[src/rtl/m107_pkg.sv]
`default_nettype none
// ============================================================================
//  Module      : m107_pkg
//  Description : Shared types and constants for the M107 bus arbiter/decoder:
//                memory region encoding, per-region wait states and the board
//                configuration record.
//  Revision    : 1.0 - initial registered, wait-state-aware release
// ============================================================================
package m107_pkg;

    // Memory regions selectable by the decoder; NONE doubles as the idle value.
    typedef enum logic [2:0] {
        REGION_NONE    = 3'd0,
        REGION_ROM     = 3'd1,
        REGION_RAM     = 3'd2,
        REGION_PF_VRAM = 3'd3,
        REGION_EEPROM  = 3'd4,
        REGION_BUFFER  = 3'd5,
        REGION_TIMER   = 3'd6
    } region_t;

    // Wait states per region, indexed by the region_t encoding. The eighth
    // entry covers the unused encoding so any 3-bit index stays in range.
    localparam int unsigned WAIT_CYCLES [8] = '{
        0,  // REGION_NONE
        1,  // REGION_ROM
        0,  // REGION_RAM
        2,  // REGION_PF_VRAM
        3,  // REGION_EEPROM
        1,  // REGION_BUFFER
        0,  // REGION_TIMER
        0   // unused encoding
    };

    // Board strapping: which address bits the bank registers replace, the
    // alternate video map and the debug-board timer window.
    typedef struct packed {
        logic [3:0] bank_mask;
        logic       alt_map;
        logic       debug_board;
    } board_cfg_t;

endpackage : m107_pkg
`default_nettype wire

[src/rtl/m107_region_decode.sv]
`default_nettype none
// ============================================================================
//  Module      : m107_region_decode
//  Description : Combinational address classifier. Maps a latched 20-bit CPU
//                address to a region and, for ROM hits, the translated ROM
//                address (including banked-window substitution).
//  Revision    : 1.0 - initial release
// ============================================================================
module m107_region_decode
    import m107_pkg::*;
#(
    parameter int NUM_BANKS = 2,
    parameter int BANK_W    = 4
) (
    input  logic [19:0]               i_addr,
    input  logic [NUM_BANKS*BANK_W-1:0] i_bank_q,
    input  board_cfg_t                i_board_cfg,
    output region_t                   o_region,
    output logic [19:0]               o_rom_addr
);

    logic [3:0] w_seg;
    logic       w_bank_hit;
    logic [3:0] w_bank_nib;
    logic [3:0] w_banked_seg;

    // Find the bank window (0xA0000 + i*0x10000) the address falls in, if any.
    always_comb begin
        w_seg      = i_addr[19:16];
        w_bank_hit = 1'b0;
        w_bank_nib = 4'h0;
        for (int i = 0; i < NUM_BANKS; i++) begin
            if (w_seg == (4'hA + 4'(i))) begin
                w_bank_hit = 1'b1;
                w_bank_nib = 4'(i_bank_q[i*BANK_W +: BANK_W]);
            end
        end
        // Masked bits come from the bank register, the rest from the CPU.
        w_banked_seg = (w_bank_nib & i_board_cfg.bank_mask) |
                       (w_seg & ~i_board_cfg.bank_mask);
    end

    // Priority address map; rom_addr stays zero for every non-ROM region.
    always_comb begin
        o_region   = REGION_ROM;
        o_rom_addr = 20'h0;
        if (w_seg == 4'hC) begin
            o_region   = REGION_ROM;
            o_rom_addr = {4'h0, i_addr[15:0]};
        end else if (w_seg == 4'hD) begin
            o_region = REGION_PF_VRAM;
        end else if (w_seg == 4'hE) begin
            o_region = REGION_RAM;
        end else if (w_seg == 4'hF) begin
            if (i_addr[15:14] == 2'b00) begin
                o_region = REGION_EEPROM;
            end else if (i_addr[15:13] == 3'b100) begin
                o_region = REGION_BUFFER;
            end else if (i_addr[15:4] == 12'hFFF) begin
                // Reset-vector page maps onto the top of the ROM image.
                o_region   = REGION_ROM;
                o_rom_addr = {16'h7FFF, i_addr[3:0]};
            end else begin
                o_region = REGION_NONE;
            end
        end else if ((w_seg == 4'h8) && i_board_cfg.alt_map) begin
            o_region = REGION_PF_VRAM;
        end else if ((w_seg == 4'hB) && i_board_cfg.debug_board) begin
            o_region = REGION_TIMER;
        end else begin
            o_region   = REGION_ROM;
            o_rom_addr = w_bank_hit ? {w_banked_seg, i_addr[15:0]} : i_addr;
        end
    end

endmodule : m107_region_decode
`default_nettype wire

[src/rtl/m107_bus_arbiter_decoder.sv]
`default_nettype none
// ============================================================================
//  Module      : m107_bus_arbiter_decoder
//  Description : Registered M107 bus front end. Accepts one CPU request at a
//                time, decodes its region through m107_region_decode, inserts
//                the region's wait states and pulses ready for one cycle.
//                Also owns the CPU-writable ROM bank registers.
//  Revision    : 1.0 - initial release
// ============================================================================
module m107_bus_arbiter_decoder
    import m107_pkg::*;
#(
    parameter int NUM_BANKS = 2,
    parameter int BANK_W    = 4,
    parameter int WAIT_W    = 3
) (
    input  logic                              clk,
    input  logic                              reset,
    input  board_cfg_t                        board_cfg,
    input  logic                              req,
    input  logic [19:0]                       addr,
    input  logic                              bank_wr,
    input  logic [$clog2(NUM_BANKS+1)-1:0]    bank_idx,
    input  logic [BANK_W-1:0]                 bank_din,
    output logic [NUM_BANKS*BANK_W-1:0]       bank_q,
    output region_t                           region,
    output logic [19:0]                       rom_addr,
    output logic                              busy,
    output logic                              ready
);

    // Index is one bit wider than strictly needed so out-of-range indices
    // can be presented and are dropped.
    localparam int IDX_W = $clog2(NUM_BANKS + 1);

    typedef enum logic [1:0] {
        ST_IDLE   = 2'd0,
        ST_DECODE = 2'd1,
        ST_WAIT   = 2'd2,
        ST_ACK    = 2'd3
    } state_t;

    state_t            r_state;
    logic [19:0]       r_addr;
    region_t           r_region;
    logic [19:0]       r_rom_addr;
    logic [WAIT_W-1:0] r_wait;
    logic              r_ready;
    logic              r_busy;
    logic [BANK_W-1:0] r_bank [NUM_BANKS];

    region_t           w_region;
    logic [19:0]       w_rom_addr;
    logic [WAIT_W-1:0] w_wait_load;

    generate
        for (genvar gi = 0; gi < NUM_BANKS; gi++) begin : g_bank
            // Bank register write, independent of the request state machine.
            always_ff @(posedge clk or posedge reset) begin
                if (reset) begin
                    r_bank[gi] <= '0;
                end else if (bank_wr && (bank_idx == IDX_W'(gi))) begin
                    r_bank[gi] <= bank_din;
                end
            end
            assign bank_q[gi*BANK_W +: BANK_W] = r_bank[gi];
        end
    endgenerate

    m107_region_decode #(
        .NUM_BANKS (NUM_BANKS),
        .BANK_W    (BANK_W)
    ) u_decode (
        .i_addr      (r_addr),
        .i_bank_q    (bank_q),
        .i_board_cfg (board_cfg),
        .o_region    (w_region),
        .o_rom_addr  (w_rom_addr)
    );

    assign w_wait_load = WAIT_W'(WAIT_CYCLES[w_region]);

    // Request FSM: accept, decode, count wait states, acknowledge.
    always_ff @(posedge clk or posedge reset) begin
        if (reset) begin
            r_state    <= ST_IDLE;
            r_addr     <= 20'h0;
            r_region   <= REGION_NONE;
            r_rom_addr <= 20'h0;
            r_wait     <= '0;
            r_ready    <= 1'b0;
            r_busy     <= 1'b0;
        end else begin
            case (r_state)
                ST_IDLE: begin
                    r_ready <= 1'b0;
                    if (req) begin
                        r_addr  <= addr;
                        r_busy  <= 1'b1;
                        r_state <= ST_DECODE;
                    end
                end
                ST_DECODE: begin
                    r_region   <= w_region;
                    r_rom_addr <= w_rom_addr;
                    r_wait     <= w_wait_load;
                    if (w_wait_load != '0) begin
                        r_state <= ST_WAIT;
                    end else begin
                        r_state <= ST_ACK;
                        r_ready <= 1'b1;
                    end
                end
                ST_WAIT: begin
                    r_wait <= r_wait - 1'b1;
                    if (r_wait <= WAIT_W'(1)) begin
                        r_state <= ST_ACK;
                        r_ready <= 1'b1;
                    end
                end
                ST_ACK: begin
                    r_ready    <= 1'b0;
                    r_busy     <= 1'b0;
                    r_region   <= REGION_NONE;
                    r_rom_addr <= 20'h0;
                    r_wait     <= '0;
                    r_state    <= ST_IDLE;
                end
                default: begin
                    r_state <= ST_IDLE;
                end
            endcase
        end
    end

    assign region   = r_region;
    assign rom_addr = r_rom_addr;
    assign busy     = r_busy;
    assign ready    = r_ready;

endmodule : m107_bus_arbiter_decoder
`default_nettype wire
[config.mk]
export PLATFORM = sky130hd
export DESIGN_NAME = m107_bus_arbiter_decoder
export DESIGN_NICKNAME = d
export VERILOG_FILES = /design/src/rtl/m107_pkg.sv /design/src/rtl/m107_region_decode.sv /design/src/rtl/m107_bus_arbiter_decoder.sv
export SDC_FILE = /design/constraint.sdc
export NUM_CORES = 1
export LEC_CHECK = 0
export CAP_MARGIN = 30
export CORE_MARGIN = 4
export CORE_UTILIZATION = 55
export CTS_BUF_LIST = sky130_fd_sc_hd__clkbuf_2
export CTS_CLUSTER_DIAMETER = 200
export DETAILED_ROUTE_END_ITERATION = 10
export PLACE_DENSITY = 0.88
export SYNTH_ARGS = -nofsm -noshare
export SYNTH_HDL_FRONTEND = slang
export SYNTH_SLANG_ARGS = --single-unit
[constraint.sdc]
create_clock -name clk -period 4.7 [get_ports clk]
set_input_delay 1.41 -clock clk [delete_from_list [all_inputs] [get_ports clk]]
set_output_delay 1.41 -clock clk [all_outputs]
set_load 0.03 [all_outputs]
==> run summary <==
Dividing total power by cell area gives a power density of 644 mW/mm². The initialized floorplan defines 25 standard-cell rows. After floorplanning, the core was sized to cover 0.00485 mm².

Reg-to-reg startpoint: r_addr[16]$_DFFE_PP0P_. At the end of the flow, the number of nets in the layout was 369. Global routing finished with a remaining overflow of 0.

For the total power draw, the log shows 2.36 mW. In this run the static leakage power is 1.56 nW. The share of final-layout standard cells stronger than drive strength 1 was 0.182. In this run, the number of DRC markers left after iteration 0 of detailed routing was 105.

Counting flops with a built-in enable in the synthesized netlist gives 0. Summed over all failing endpoints, the final setup total negative slack is 0 ps. Among cell families on the critical path, the largest total delay comes from buffers and inverters.

For this run, the number of Yosys warnings is 0. The worst-path cell with the longest stage delay was clkdlybuf4s50_1. 69 I/O pins were placed. The period utilization came out at 0.634. The tools report the global-route usage over all layers as 0.220.

The tools report the nature of the critical path endpoint as an output port. In the layout the commonest cells are clkdlybuf4s50_1 (68), dfrtp_1 (58), mux2_2 (30), nand2_1 (24), nor2_1 (22). The met2 capacity usage during global routing was 0.372; the number of cells on the critical path was 1.

The effective utilization at floorplan was 0.586; the mux share of post-synthesis cell area was 0.137. The count of input and output buffers came out at 68. Counting along the longest clock path gives a buffer depth of 2. In this run the mean area of a mapped cell was 11.0 µm². In this run the most used layer during global routing was met2. Leaving out fill and tap cells, the most frequent cell in the layout is clkdlybuf4s50_1. The launch point of the critical path was region[2]$_DFFE_PP0P_. The number of distinct library cells after synthesis was 45. The critical path is of the reg2out type. CTS buffer count: 9. The total number of vias was 2238.

The combined buffer and inverter count along the critical path was 1. After detailed routing, the average wire length per cell comes to 16.4 µm. The first detailed-routing pass took 4 iterations. The via count of the first global-routing pass is 2337, and the worst-margin pin slew is 872 ps. The adder-cell area share of the yosys netlist works out to 0.0309.

TritonCTS built the clock tree. HPWL after detailed placement: 4630 µm. The synthesized netlist occupies a cell area of 0.00284 mm².

In this run the most critical hold path is launched from rom_addr[11]$_DFFE_PP0P_. The number of setup buffers added after CTS is 0. Measured along the x axis, the die boundary spans 79.8 µm. The tools report the final estimated routing congestion in global placement as 0.924. In this run the vertical extent of the chip is 79.8 µm.

The number of max-cap violations was 0; the maximum fanout encountered on the critical timing path was 2. Across the VDD grid, the largest voltage drop is 0.412 mV. The tools report the number of hold buffers added after CTS as 0. The largest stage delay on the critical path is 690 ps. The H-tree generated during clock tree synthesis spans 3 levels. The number of nets in the synthesized netlist is 301. The logs give 0.257 for the met1 global-route usage and 14.4 ps for the worst clock skew on the final layout.

For the post-route antenna net violation count, the log shows 0. The final number of hold-violating endpoints came out at 0. Using the TritonRoute via totals, the vias-per-cell ratio works out to 5.64.

For this block, the routed nets add up to 6510 µm of wire. STA classifies the critical path startpoint as a flop. The post-synthesis simple-gate area fraction is 0.128, and the number of synthesized register bits is 58. In the synthesized netlist, the number of instances is 258. The largest family of logic cells by synthesized area is compound AO/OA/AOI/OAI gates. Most used flip-flop cell after synthesis: dfrtp_1. End point of the most critical hold path: rom_addr[11]$_DFFE_PP0P_. Timing would allow up to 0.336 GHz. For the number of instances resized during post-cts repair, the log shows 0. The flow ran to the end, and the final reports show no timing, DRC or antenna violations. The final number of max-transition violations is 0. The required arrival time at the worst endpoint was 3290 ps; the pin count of the biggest net entering global routing was 48. For the met3 track utilization from global routing, the log shows 0.0497. The root buffer cell was clkbuf_2. The die covers 0.00638 mm².

For the worst-skew pair, the clock arrives at the later sink with an insertion delay of 460 ps. The path depth of the worst reg2reg path came out at 5. Traced cell by cell, the critical path runs through clkdlybuf4s50_1.

Along the worst hold path, the cell count comes to 2. Setup repair after global routing left no endpoint under its margin. The compound-cell area share of the yosys netlist came out at 0.153.

For this run, design rule violations remaining after detail routing come to 0. The end of the worst register-to-register path is ready$_DFFE_PP0P_. The xor and xnor fraction of the mapped netlist area came out at 0.

The share of synthesized area occupied by flip-flops and latches came out at 0.511. The logs give 2250 ps for the setup slack of the most critical reg-to-reg path and 0 for the number of antenna violations at the first check in global routing. Counting every sink on the clock net gives 58. For the data arrival time of the critical path, the log shows 1570 ps. Type of the tightest min-delay check: reg2reg. The repair_antennas step left the layout with diodes totalling 0. From synthesis to final layout, the design area changed by 29.0%.

The share of flip-flops with an asynchronous set or reset after synthesis is 1.00, and the max-slew headroom at the worst pin is 0.418. The post-route minimum period works out to 2980 ps. Total of endpoints with negative setup slack in the final report: 0. The first global-routing pass estimated 10700 µm of wire. The clock transition time at the flip-flop clock pins of the worst setup and hold paths works out to 160 ps.
==> where the power goes <==
| group | switching (mW) | internal, mW |
|---|---|---|
| Clock | 0.179 | 0.121 |
| Sequential | 0.213 | 0.694 |
| Combinational | 0.615 | 0.537 |
==> cell type report <==
type | instances | area (µm²)
flip-flops and latches | 58 | 1450
multi-input cells | 177 | 1270
fillers | 346 | 1190
repair buffers | 72 | 723
well taps | 67 | 83.8
clock buffers | 11 | 55.1
clock inverters | 4 | 43.8
inverters | 8 | 30.0
==> through the flow <==
stage / worst slack [ps] / hold WS (ps) / std cells / utilization / instance area (µm²)
final: 1720 / 506 / 397 / 0.755 / 3660
after global routing: 1630 / 530 / 397 / 0.755 / 3660
after CTS: 1700 / 505 / 396 / 0.751 / 3640
after detailed placement: 1470 / 470 / 381 / 0.731 / 3540
after global placement: 1520 / 473 / 381 / 0.731 / 3540
after floorplan: 1860 / 459 / 258 / - / 2840
==> worst max path at each step <==
stage | to | slack (ps)
after floorplan | bank_q[0]$_DFFE_PP0P_ | 1860
after global placement | ready$_DFFE_PP0P_ | 1520
after detailed placement | ready$_DFFE_PP0P_ | 1470
after CTS | region[2] | 1700
after global routing | bank_q[6] | 1630
final | region[2] | 1720
==> registers in the layout, summed over array words and instances (netlist names) <==
name and count:
r_state 2, r_wait 3, r_addr 20, ready 1, region 3, bank_q 8
rom_addr 20, busy 1
==> per-layer routing <==
layer	vias up	wire, µm
met5	-	0
met4	0	137
met3	16	282
met2	63	3400
met1	1098	2680
li1	1061	-
==> kinds of logic after synthesis <==
family                   after synthesis
AND/OR/NAND/NOR                       75
AO/OA/AOI/OAI                         60
flip-flops                            58
multiplexers                          35
buffers and inverters                 23
adder cells (fa/ha/maj)                7
==> synth_stat cells (5+ instances only) <==
cell type / number / area, µm²
a21oi_1: 5 / 25.0
a22o_1: 5 / 43.8
clkbuf_1: 7 / 26.3
dfrtp_1: 58 / 1450
ha_1: 7 / 87.6
inv_1: 8 / 30.0
mux2_2: 30 / 338
nand2_1: 24 / 90.1
nor2_1: 22 / 82.6
o21ai_0: 12 / 60.1
o21ai_2: 10 / 87.6
Power figures use the tool's default switching activity.
